==> config.mk <==
export PLATFORM = sky130hd
export DESIGN_NAME = ram_lsu_bridge_flat
export DESIGN_NICKNAME = d
export VERILOG_FILES = /design/src/rtl/ram_lsu_bridge_if.sv /design/src/rtl/ram_lsu_bridge.sv /design/src/flat_wrapper.sv
export SDC_FILE = /design/constraint.sdc
export NUM_CORES = 1
export LEC_CHECK = 0
export CAP_MARGIN = 10
export CORE_AREA = 3 3 83 85
export DETAILED_ROUTE_END_ITERATION = 8
export DIE_AREA = 0 0 86 88
export PLACE_DENSITY = 0.87
export SYNTH_ARGS = -nofsm -noshare
export SYNTH_HDL_FRONTEND = slang
export SYNTH_SLANG_ARGS = --single-unit
==> constraint.sdc <==
create_clock -name clk_i -period 5.4 [get_ports clk_i]
set_input_delay 1.08 -clock clk_i [delete_from_list [all_inputs] [get_ports clk_i]]
set_output_delay 1.08 -clock clk_i [all_outputs]
set_load 0.02 [all_outputs]
==> src/rtl/ram_lsu_bridge_if.sv <==
`default_nettype none
// +------------------------------------------------------------------------+
// | ram_lsu_bridge_if: LSU request/response and RAM port bundle            |
// | Revision: 1.0                                                          |
// +------------------------------------------------------------------------+
interface ram_lsu_bridge_if #(
    parameter int ADDR_WIDTH = 8
);
    logic                  data_req_i;
    logic                  data_gnt_o;
    logic [31:0]           data_addr_i;
    logic                  data_we_i;
    logic [1:0]            data_type_i;
    logic                  data_sign_ext_i;
    logic [31:0]           data_wdata_i;
    logic                  data_rvalid_o;
    logic [31:0]           data_rdata_o;
    logic                  data_err_o;
    logic                  ram_en_o;
    logic [ADDR_WIDTH-1:0] ram_addr_o;
    logic                  ram_we_o;
    logic [3:0]            ram_be_o;
    logic [31:0]           ram_wdata_o;
    logic [31:0]           ram_rdata_i;

    // LSU and RAM model side
    modport master (
        output data_req_i, data_addr_i, data_we_i, data_type_i, data_sign_ext_i,
        output data_wdata_i, ram_rdata_i,
        input  data_gnt_o, data_rvalid_o, data_rdata_o, data_err_o,
        input  ram_en_o, ram_addr_o, ram_we_o, ram_be_o, ram_wdata_o
    );

    // Bridge side
    modport slave (
        input  data_req_i, data_addr_i, data_we_i, data_type_i, data_sign_ext_i,
        input  data_wdata_i, ram_rdata_i,
        output data_gnt_o, data_rvalid_o, data_rdata_o, data_err_o,
        output ram_en_o, ram_addr_o, ram_we_o, ram_be_o, ram_wdata_o
    );
endinterface
`default_nettype wire

==> src/rtl/ram_lsu_bridge.sv <==
`default_nettype none
// +------------------------------------------------------------------------+
// | ram_lsu_bridge: LSU req/gnt/rvalid to word RAM port with byte enables. |
// | RAM_BRIDGE_MISALIGN_EN splits word-crossing accesses in two.           |
// | Revision: 1.0                                                          |
// +------------------------------------------------------------------------+
module ram_lsu_bridge #(
    parameter int ADDR_WIDTH = 8
) (
    input  wire logic       clk_i,
    input  wire logic       rst_ni,
    ram_lsu_bridge_if.slave bus
);
    logic [1:0]            w_off;
    logic [2:0]            w_size;
    logic [3:0]            w_mask;
    logic [ADDR_WIDTH-1:0] w_word;
    logic                  w_cross;
    logic                  w_range_err;
    logic                  w_err;
    logic                  w_idle;
    logic                  w_gnt;
    logic                  w_acc;
    logic [3:0]            w_be;
    logic [31:0]           w_wdata;
    logic [31:0]           w_lo;
    logic [31:0]           w_sh;
    logic [31:0]           w_ext;

    logic                  r_rvalid;
    logic                  r_err;
    logic                  r_load;
    logic [1:0]            r_off;
    logic [1:0]            r_type;
    logic                  r_sign;

    assign w_off       = bus.data_addr_i[1:0];
    assign w_word      = bus.data_addr_i[ADDR_WIDTH+1:2];
    assign w_range_err = |bus.data_addr_i[31:ADDR_WIDTH+2];

    always_comb begin
        w_size = 3'd4;
        w_mask = 4'b1111;
        case (bus.data_type_i)
            2'b00:   begin w_size = 3'd1; w_mask = 4'b0001; end
            2'b01:   begin w_size = 3'd2; w_mask = 4'b0011; end
            default: ;
        endcase
    end

    assign w_cross = ({1'b0, w_off} + w_size) > 3'd4;

`ifdef RAM_BRIDGE_MISALIGN_EN
    typedef enum logic [0:0] {
        S_IDLE   = 1'b0,
        S_SECOND = 1'b1
    } state_t;

    state_t                r_state;
    logic [7:0]            w_be8;
    logic [63:0]           w_wd64;
    logic [ADDR_WIDTH-1:0] r_sec_addr;
    logic                  r_sec_we;
    logic [3:0]            r_sec_be;
    logic [31:0]           r_sec_wdata;
    logic                  r_cross;
    logic [31:0]           r_first;

    assign w_be8   = {4'b0000, w_mask} << w_off;
    assign w_wd64  = {32'd0, bus.data_wdata_i} << {w_off, 3'b000};
    assign w_be    = w_be8[3:0];
    assign w_wdata = w_wd64[31:0];
    assign w_idle  = (r_state == S_IDLE);
    // The last word has no successor: crossing out of it must not wrap to word 0.
    assign w_err   = (bus.data_type_i == 2'b11) | w_range_err | (w_cross & (&w_word));
    assign w_lo    = r_cross ? r_first : bus.ram_rdata_i;
`else
    assign w_be    = w_mask << w_off;
    assign w_wdata = bus.data_wdata_i << {w_off, 3'b000};
    assign w_idle  = 1'b1;
    assign w_err   = (bus.data_type_i == 2'b11) | w_range_err | w_cross;
    assign w_lo    = bus.ram_rdata_i;
`endif

    assign w_gnt          = rst_ni & bus.data_req_i & w_idle;
    assign w_acc          = w_gnt & ~w_err;
    assign bus.data_gnt_o = w_gnt;

    always_comb begin
        bus.ram_en_o    = 1'b0;
        bus.ram_addr_o  = '0;
        bus.ram_we_o    = 1'b0;
        bus.ram_be_o    = 4'b0000;
        bus.ram_wdata_o = 32'd0;
`ifdef RAM_BRIDGE_MISALIGN_EN
        if (rst_ni && (r_state == S_SECOND)) begin
            bus.ram_en_o    = 1'b1;
            bus.ram_addr_o  = r_sec_addr;
            bus.ram_we_o    = r_sec_we;
            bus.ram_be_o    = r_sec_be;
            bus.ram_wdata_o = r_sec_wdata;
        end else
`endif
        if (w_acc) begin
            bus.ram_en_o    = 1'b1;
            bus.ram_addr_o  = w_word;
            bus.ram_we_o    = bus.data_we_i;
            bus.ram_be_o    = w_be;
            bus.ram_wdata_o = w_wdata;
        end
    end

    always_ff @(posedge clk_i) begin
        if (!rst_ni) begin
            r_rvalid    <= 1'b0;
            r_err       <= 1'b0;
            r_load      <= 1'b0;
            r_off       <= 2'd0;
            r_type      <= 2'd0;
            r_sign      <= 1'b0;
`ifdef RAM_BRIDGE_MISALIGN_EN
            r_state     <= S_IDLE;
            r_cross     <= 1'b0;
            r_first     <= 32'd0;
            r_sec_addr  <= '0;
            r_sec_we    <= 1'b0;
            r_sec_be    <= 4'b0000;
            r_sec_wdata <= 32'd0;
`endif
        end else begin
            r_rvalid <= 1'b0;
`ifdef RAM_BRIDGE_MISALIGN_EN
            if (r_state == S_SECOND) begin
                r_first  <= bus.ram_rdata_i;
                r_rvalid <= 1'b1;
                r_state  <= S_IDLE;
            end else
`endif
            if (w_gnt) begin
                r_off  <= w_off;
                r_type <= bus.data_type_i;
                r_sign <= bus.data_sign_ext_i;
                r_err  <= w_err;
                r_load <= ~bus.data_we_i & ~w_err;
`ifdef RAM_BRIDGE_MISALIGN_EN
                r_cross <= w_cross & ~w_err;
                if (w_cross && !w_err) begin
                    r_state     <= S_SECOND;
                    r_sec_addr  <= w_word + ADDR_WIDTH'(1);
                    r_sec_we    <= bus.data_we_i;
                    r_sec_be    <= w_be8[7:4];
                    r_sec_wdata <= w_wd64[63:32];
                end else begin
                    r_rvalid <= 1'b1;
                end
`else
                r_rvalid <= 1'b1;
`endif
            end
        end
    end

    // Load data is aligned from {second word, first word}; RAM data arrives with rvalid.
    always_comb begin
        w_sh = w_lo;
        case (r_off)
            2'd1:    w_sh = {bus.ram_rdata_i[7:0],  w_lo[31:8]};
            2'd2:    w_sh = {bus.ram_rdata_i[15:0], w_lo[31:16]};
            2'd3:    w_sh = {bus.ram_rdata_i[23:0], w_lo[31:24]};
            default: ;
        endcase
        w_ext = w_sh;
        case (r_type)
            2'b00:   w_ext = {{24{r_sign & w_sh[7]}},  w_sh[7:0]};
            2'b01:   w_ext = {{16{r_sign & w_sh[15]}}, w_sh[15:0]};
            default: ;
        endcase
    end

    assign bus.data_rvalid_o = r_rvalid;
    assign bus.data_err_o    = r_rvalid & r_err;
    assign bus.data_rdata_o  = (r_rvalid & r_load) ? w_ext : 32'd0;

endmodule
`default_nettype wire

==> src/flat_wrapper.sv <==
// flat-port wrapper written by rule: the top's interface ports become plain ports
module ram_lsu_bridge_flat 
#(
    parameter int ADDR_WIDTH = 8
)
  (clk_i, rst_ni, bus_data_req_i, bus_data_addr_i, bus_data_we_i, bus_data_type_i, bus_data_sign_ext_i, bus_data_wdata_i, bus_ram_rdata_i, bus_data_gnt_o, bus_data_rvalid_o, bus_data_rdata_o, bus_data_err_o, bus_ram_en_o, bus_ram_addr_o, bus_ram_we_o, bus_ram_be_o, bus_ram_wdata_o);
  ram_lsu_bridge_if #(.ADDR_WIDTH(ADDR_WIDTH)) bus_i ();
  input  wire logic clk_i;
  input  wire logic rst_ni;
  input wire logic [$bits(bus_i.data_req_i)-1:0] bus_data_req_i;
  input wire logic [$bits(bus_i.data_addr_i)-1:0] bus_data_addr_i;
  input wire logic [$bits(bus_i.data_we_i)-1:0] bus_data_we_i;
  input wire logic [$bits(bus_i.data_type_i)-1:0] bus_data_type_i;
  input wire logic [$bits(bus_i.data_sign_ext_i)-1:0] bus_data_sign_ext_i;
  input wire logic [$bits(bus_i.data_wdata_i)-1:0] bus_data_wdata_i;
  input wire logic [$bits(bus_i.ram_rdata_i)-1:0] bus_ram_rdata_i;
  output wire logic [$bits(bus_i.data_gnt_o)-1:0] bus_data_gnt_o;
  output wire logic [$bits(bus_i.data_rvalid_o)-1:0] bus_data_rvalid_o;
  output wire logic [$bits(bus_i.data_rdata_o)-1:0] bus_data_rdata_o;
  output wire logic [$bits(bus_i.data_err_o)-1:0] bus_data_err_o;
  output wire logic [$bits(bus_i.ram_en_o)-1:0] bus_ram_en_o;
  output wire logic [$bits(bus_i.ram_addr_o)-1:0] bus_ram_addr_o;
  output wire logic [$bits(bus_i.ram_we_o)-1:0] bus_ram_we_o;
  output wire logic [$bits(bus_i.ram_be_o)-1:0] bus_ram_be_o;
  output wire logic [$bits(bus_i.ram_wdata_o)-1:0] bus_ram_wdata_o;
  assign bus_i.data_req_i = bus_data_req_i;
  assign bus_i.data_addr_i = bus_data_addr_i;
  assign bus_i.data_we_i = bus_data_we_i;
  assign bus_i.data_type_i = bus_data_type_i;
  assign bus_i.data_sign_ext_i = bus_data_sign_ext_i;
  assign bus_i.data_wdata_i = bus_data_wdata_i;
  assign bus_i.ram_rdata_i = bus_ram_rdata_i;
  assign bus_data_gnt_o = bus_i.data_gnt_o;
  assign bus_data_rvalid_o = bus_i.data_rvalid_o;
  assign bus_data_rdata_o = bus_i.data_rdata_o;
  assign bus_data_err_o = bus_i.data_err_o;
  assign bus_ram_en_o = bus_i.ram_en_o;
  assign bus_ram_addr_o = bus_i.ram_addr_o;
  assign bus_ram_we_o = bus_i.ram_we_o;
  assign bus_ram_be_o = bus_i.ram_be_o;
  assign bus_ram_wdata_o = bus_i.ram_wdata_o;
  ram_lsu_bridge #(.ADDR_WIDTH(ADDR_WIDTH)) u_core (.clk_i(clk_i), .rst_ni(rst_ni), .bus(bus_i));
endmodule
==> out/metrics.csv <==
stage,metric,value,unit
outcome,run status,completed,
floorplanning,# rows,29,
power_and_ir_drop,Final Power,0.000346,W
flow_run,max cap viols,0,
sta,Fin Setup TNS,0,ps
global_route,GRT overflow,0,
drt,vias,2958,
yosys,Yosys reg bits,8,
sta,Final setup viols,0,
yosys,ys flop type,dfxtp_1,
yosys,Async SR Flop Fraction,0,%
floorplanning,Top-Level Pins,184,
sta,period utilization,96.3,%
clock_network,clock sinks,8,
clock_network,# H-tree levels,1,
drt,Iter 0 DRT Violations,87,
final_layout,# fillers,511,
setup_path,critical path's largest stage delay,660,ps
setup_path,CP dominant cell by count,clkdlybuf4s50_1,
placement,IO buf count,183,
sta,"Slew Viols, Final",0,
clock_network,CTS tree,yes,
clock_network,Clock Tree Buf Depth,2,
clock_network,# hold bufs at CTS,0,
sta,worst rel slew slack,33.6,%
global_route,antenna violations before repair,0,
yosys,synth cell count leaders,"mux2i_1, nor2_1, a21oi_1",
setup_path,required time of the critical path,4320,ps
yosys,post-synthesis instance total,300,
placement,placed inst area,4070,um^2
yosys,cell taking the most area after synthesis,mux2i_1,
sta,Final Hold Fails,0,
drt,Remaining DRCs,0,
yosys,number of synthesized flops with an enable pin,0,
global_route,largest net degree at the start of global routing,57,
final_layout,share of layout cells above drive strength 1,10.1,%
placement,dpl hpwl,7270,um
yosys,synth top area cells,"mux2i_1, mux4_2, dfxtp_1",
power_and_ir_drop,Pwr Density,83.9,nW/um^2
floorplanning,Core Area,6280,um^2
floorplanning,die width,86,um
yosys,sequential fraction of the synthesis area,7.15,%
yosys,Synth warnings,0,
floorplanning,full die area,7570,um^2
drt,WL final,8900,um
final_layout,Syn-to-layout area delta,84.0,%
yosys,Syn Std Cell Area,2240,um^2
yosys,Netlist cell types,39,
sta,Tmin final,5200,ps
sta,unrepaired setup endpoints after global routing,false,
drt,drt first pass iters,4,
setup_path,CP endpoint kind,primary output,
global_route,first-pass GRT wire length,13600,um
yosys,Yosys top cell area share,17.0,%
yosys,Synth Area per Inst,7.47,um^2
drt,vias per inst,5.45,
setup_path,Setup CP Type,in2out,
floorplanning,Initial Util,35.7,%
yosys,most common cell in the netlist,mux2i_1,
clock_network,clk_lat worst skew,230,ps
final_layout,antenna cells,0,
power_and_ir_drop,Leakage,1.49,nW
setup_path,Setup crit start kind,input port,
floorplanning,Die H,88,um
final_layout,Final Instance Area,4120,um^2
global_route,vias in the first global route,2905,
sta,Setup Skew,0,ps
setup_path,Crit Path Max Fanout,28,
setup_path,"slowest stage cell, crit path",clkdlybuf4s50_1,
setup_path,worst-path cell chain,clkdlybuf4s50_1 -> nor2_1 -> ha_1 -> inv_1 -> fa_1 -> xor2_1 -> a21oi_1 -> or4_4 -> buf_4 -> a221oi_1 -> clkdlybuf4s50_1,
min_path,Hold Crit Class,reg2reg,
clock_network,"Clk pin slew, worst setup/hold paths",40,ps
placement,RePlAce Congestion,0.837,
setup_path,"Arr. time, crit path",4120,ps
clock_network,CTS root buf,clkbuf_8,
drt,number of nets with antenna violations after routing,0,
global_route,Total GRT Usage,22.2,%
drt,WL/cell,16.4,um
sta,Slew @ Worst Pin,995,ps
clock_network,CTS Buf Count,3,
sta,fmax,192,MHz
yosys,syn nets,406,
power_and_ir_drop,worst vdd ir,0.0000852,V
final_layout,NumNets Final,574,
[layout make-up]
cell class	instances	area (um^2)	area share, %
clock buffers	3	41.3	1.00
inverters	4	15.0	0.364
multi-input cells	259	1910	46.3
flip-flops and latches	8	161	3.92
well taps	77	96.3	2.34
repair buffers	192	1900	46.1
[sequential cells by signal (all words and copies together) (netlist names)]
register,flops
u_core.bus.data_rvalid_o,1
u_core.r_err,1
u_core.r_load,1
u_core.r_off,2
u_core.r_sign,1
u_core.r_type,2
[worst max-delay path: cells and delay by family]
| family | cells | cell delay, ps |
|---|---|---|
| compound gates | 2 | 310 |
| fa+ha+maj | 2 | 530 |
| buf+inv | 4 | 1450 |
| xor+xnor | 1 | 130 |
| simple gates | 2 | 610 |
[logic make-up (layout without fill, tap and decap cells)]
kind of cell             Yosys count  in the layout  synth area share (%)
AO/OA/AOI/OAI                     67             67                  18.7
adder cells (fa/ha/maj)            3              3                  2.01
buffers and inverters             33            199                  7.71
AND/OR/NAND/NOR                  129            129                  32.6
multiplexers                      58             58                  31.1
XOR/XNOR                           2              2                 0.782
flip-flops                         8              8                  7.15
[final timing paths]
path,start,slack [ps],cells after the start,end
worst max-delay path,bus_data_type_i[1],200,11,bus_ram_be_o[2]
worst min-delay path,u_core.r_err$_SDFFE_PN0P_,500,2,u_core.r_err$_SDFFE_PN0P_
worst max register to register,u_core.r_off[1]$_SDFFE_PN0P_,3890,3,u_core.r_off[1]$_SDFFE_PN0P_
worst min register to register,u_core.r_err$_SDFFE_PN0P_,500,2,u_core.r_err$_SDFFE_PN0P_
[per-layer routing]
layer  global-route usage, %  up-vias  part of all wire [%]  routed length, um
met3                    7.06       18                    11                955
met5                       0        -                     0                  0
li1                        -     1446                     -                  -
met4                    7.05        0                   2.4                213
met1                    23.6     1347                    37               3270
met2                    41.6      147                    50               4460
[power breakdown]
group,internal [W],total [W],leakage (nW),switching (W)
Combinational,0.000120,0.000199,1.41,0.0000793
Sequential,0.0000626,0.0000745,0.0664,0.0000119
Clock,0.0000483,0.0000717,0.0216,0.0000235
[placed cells by master (no fill, tap or decap), types with 9 or more instances in the layout]
master,count
nor2b_1,20
a21oi_1,23
nand2_1,14
mux2i_1,38
and2_1,13
mux2_2,12
clkdlybuf4s50_1,180
nor2_1,35
o21ai_0,16
buf_4,9
a211oi_1,21
[stage by stage]
| stage | cells | hold WS (ps) | utilization [%] | worst slack, ps |
|---|---|---|---|---|
| 2_1_floorplan | 300 | 467 | - | 903 |
| 3_3_place_gp | 540 | 493 | 64.9 | 256 |
| 3_5_place_dp | 540 | 494 | 64.9 | 175 |
| 4_1_cts | 543 | 508 | 65.6 | 153 |
| 5_1_grt | 543 | 615 | 65.6 | 9.66 |
| 6_report | 543 | 500 | 65.6 | 198 |
[timing repair]
item	in CTS	in global routing
endpoints found under the setup margin	0	2
buffers inserted	0	0
resized for setup	0	2
(Power assumes the default switching activity.)
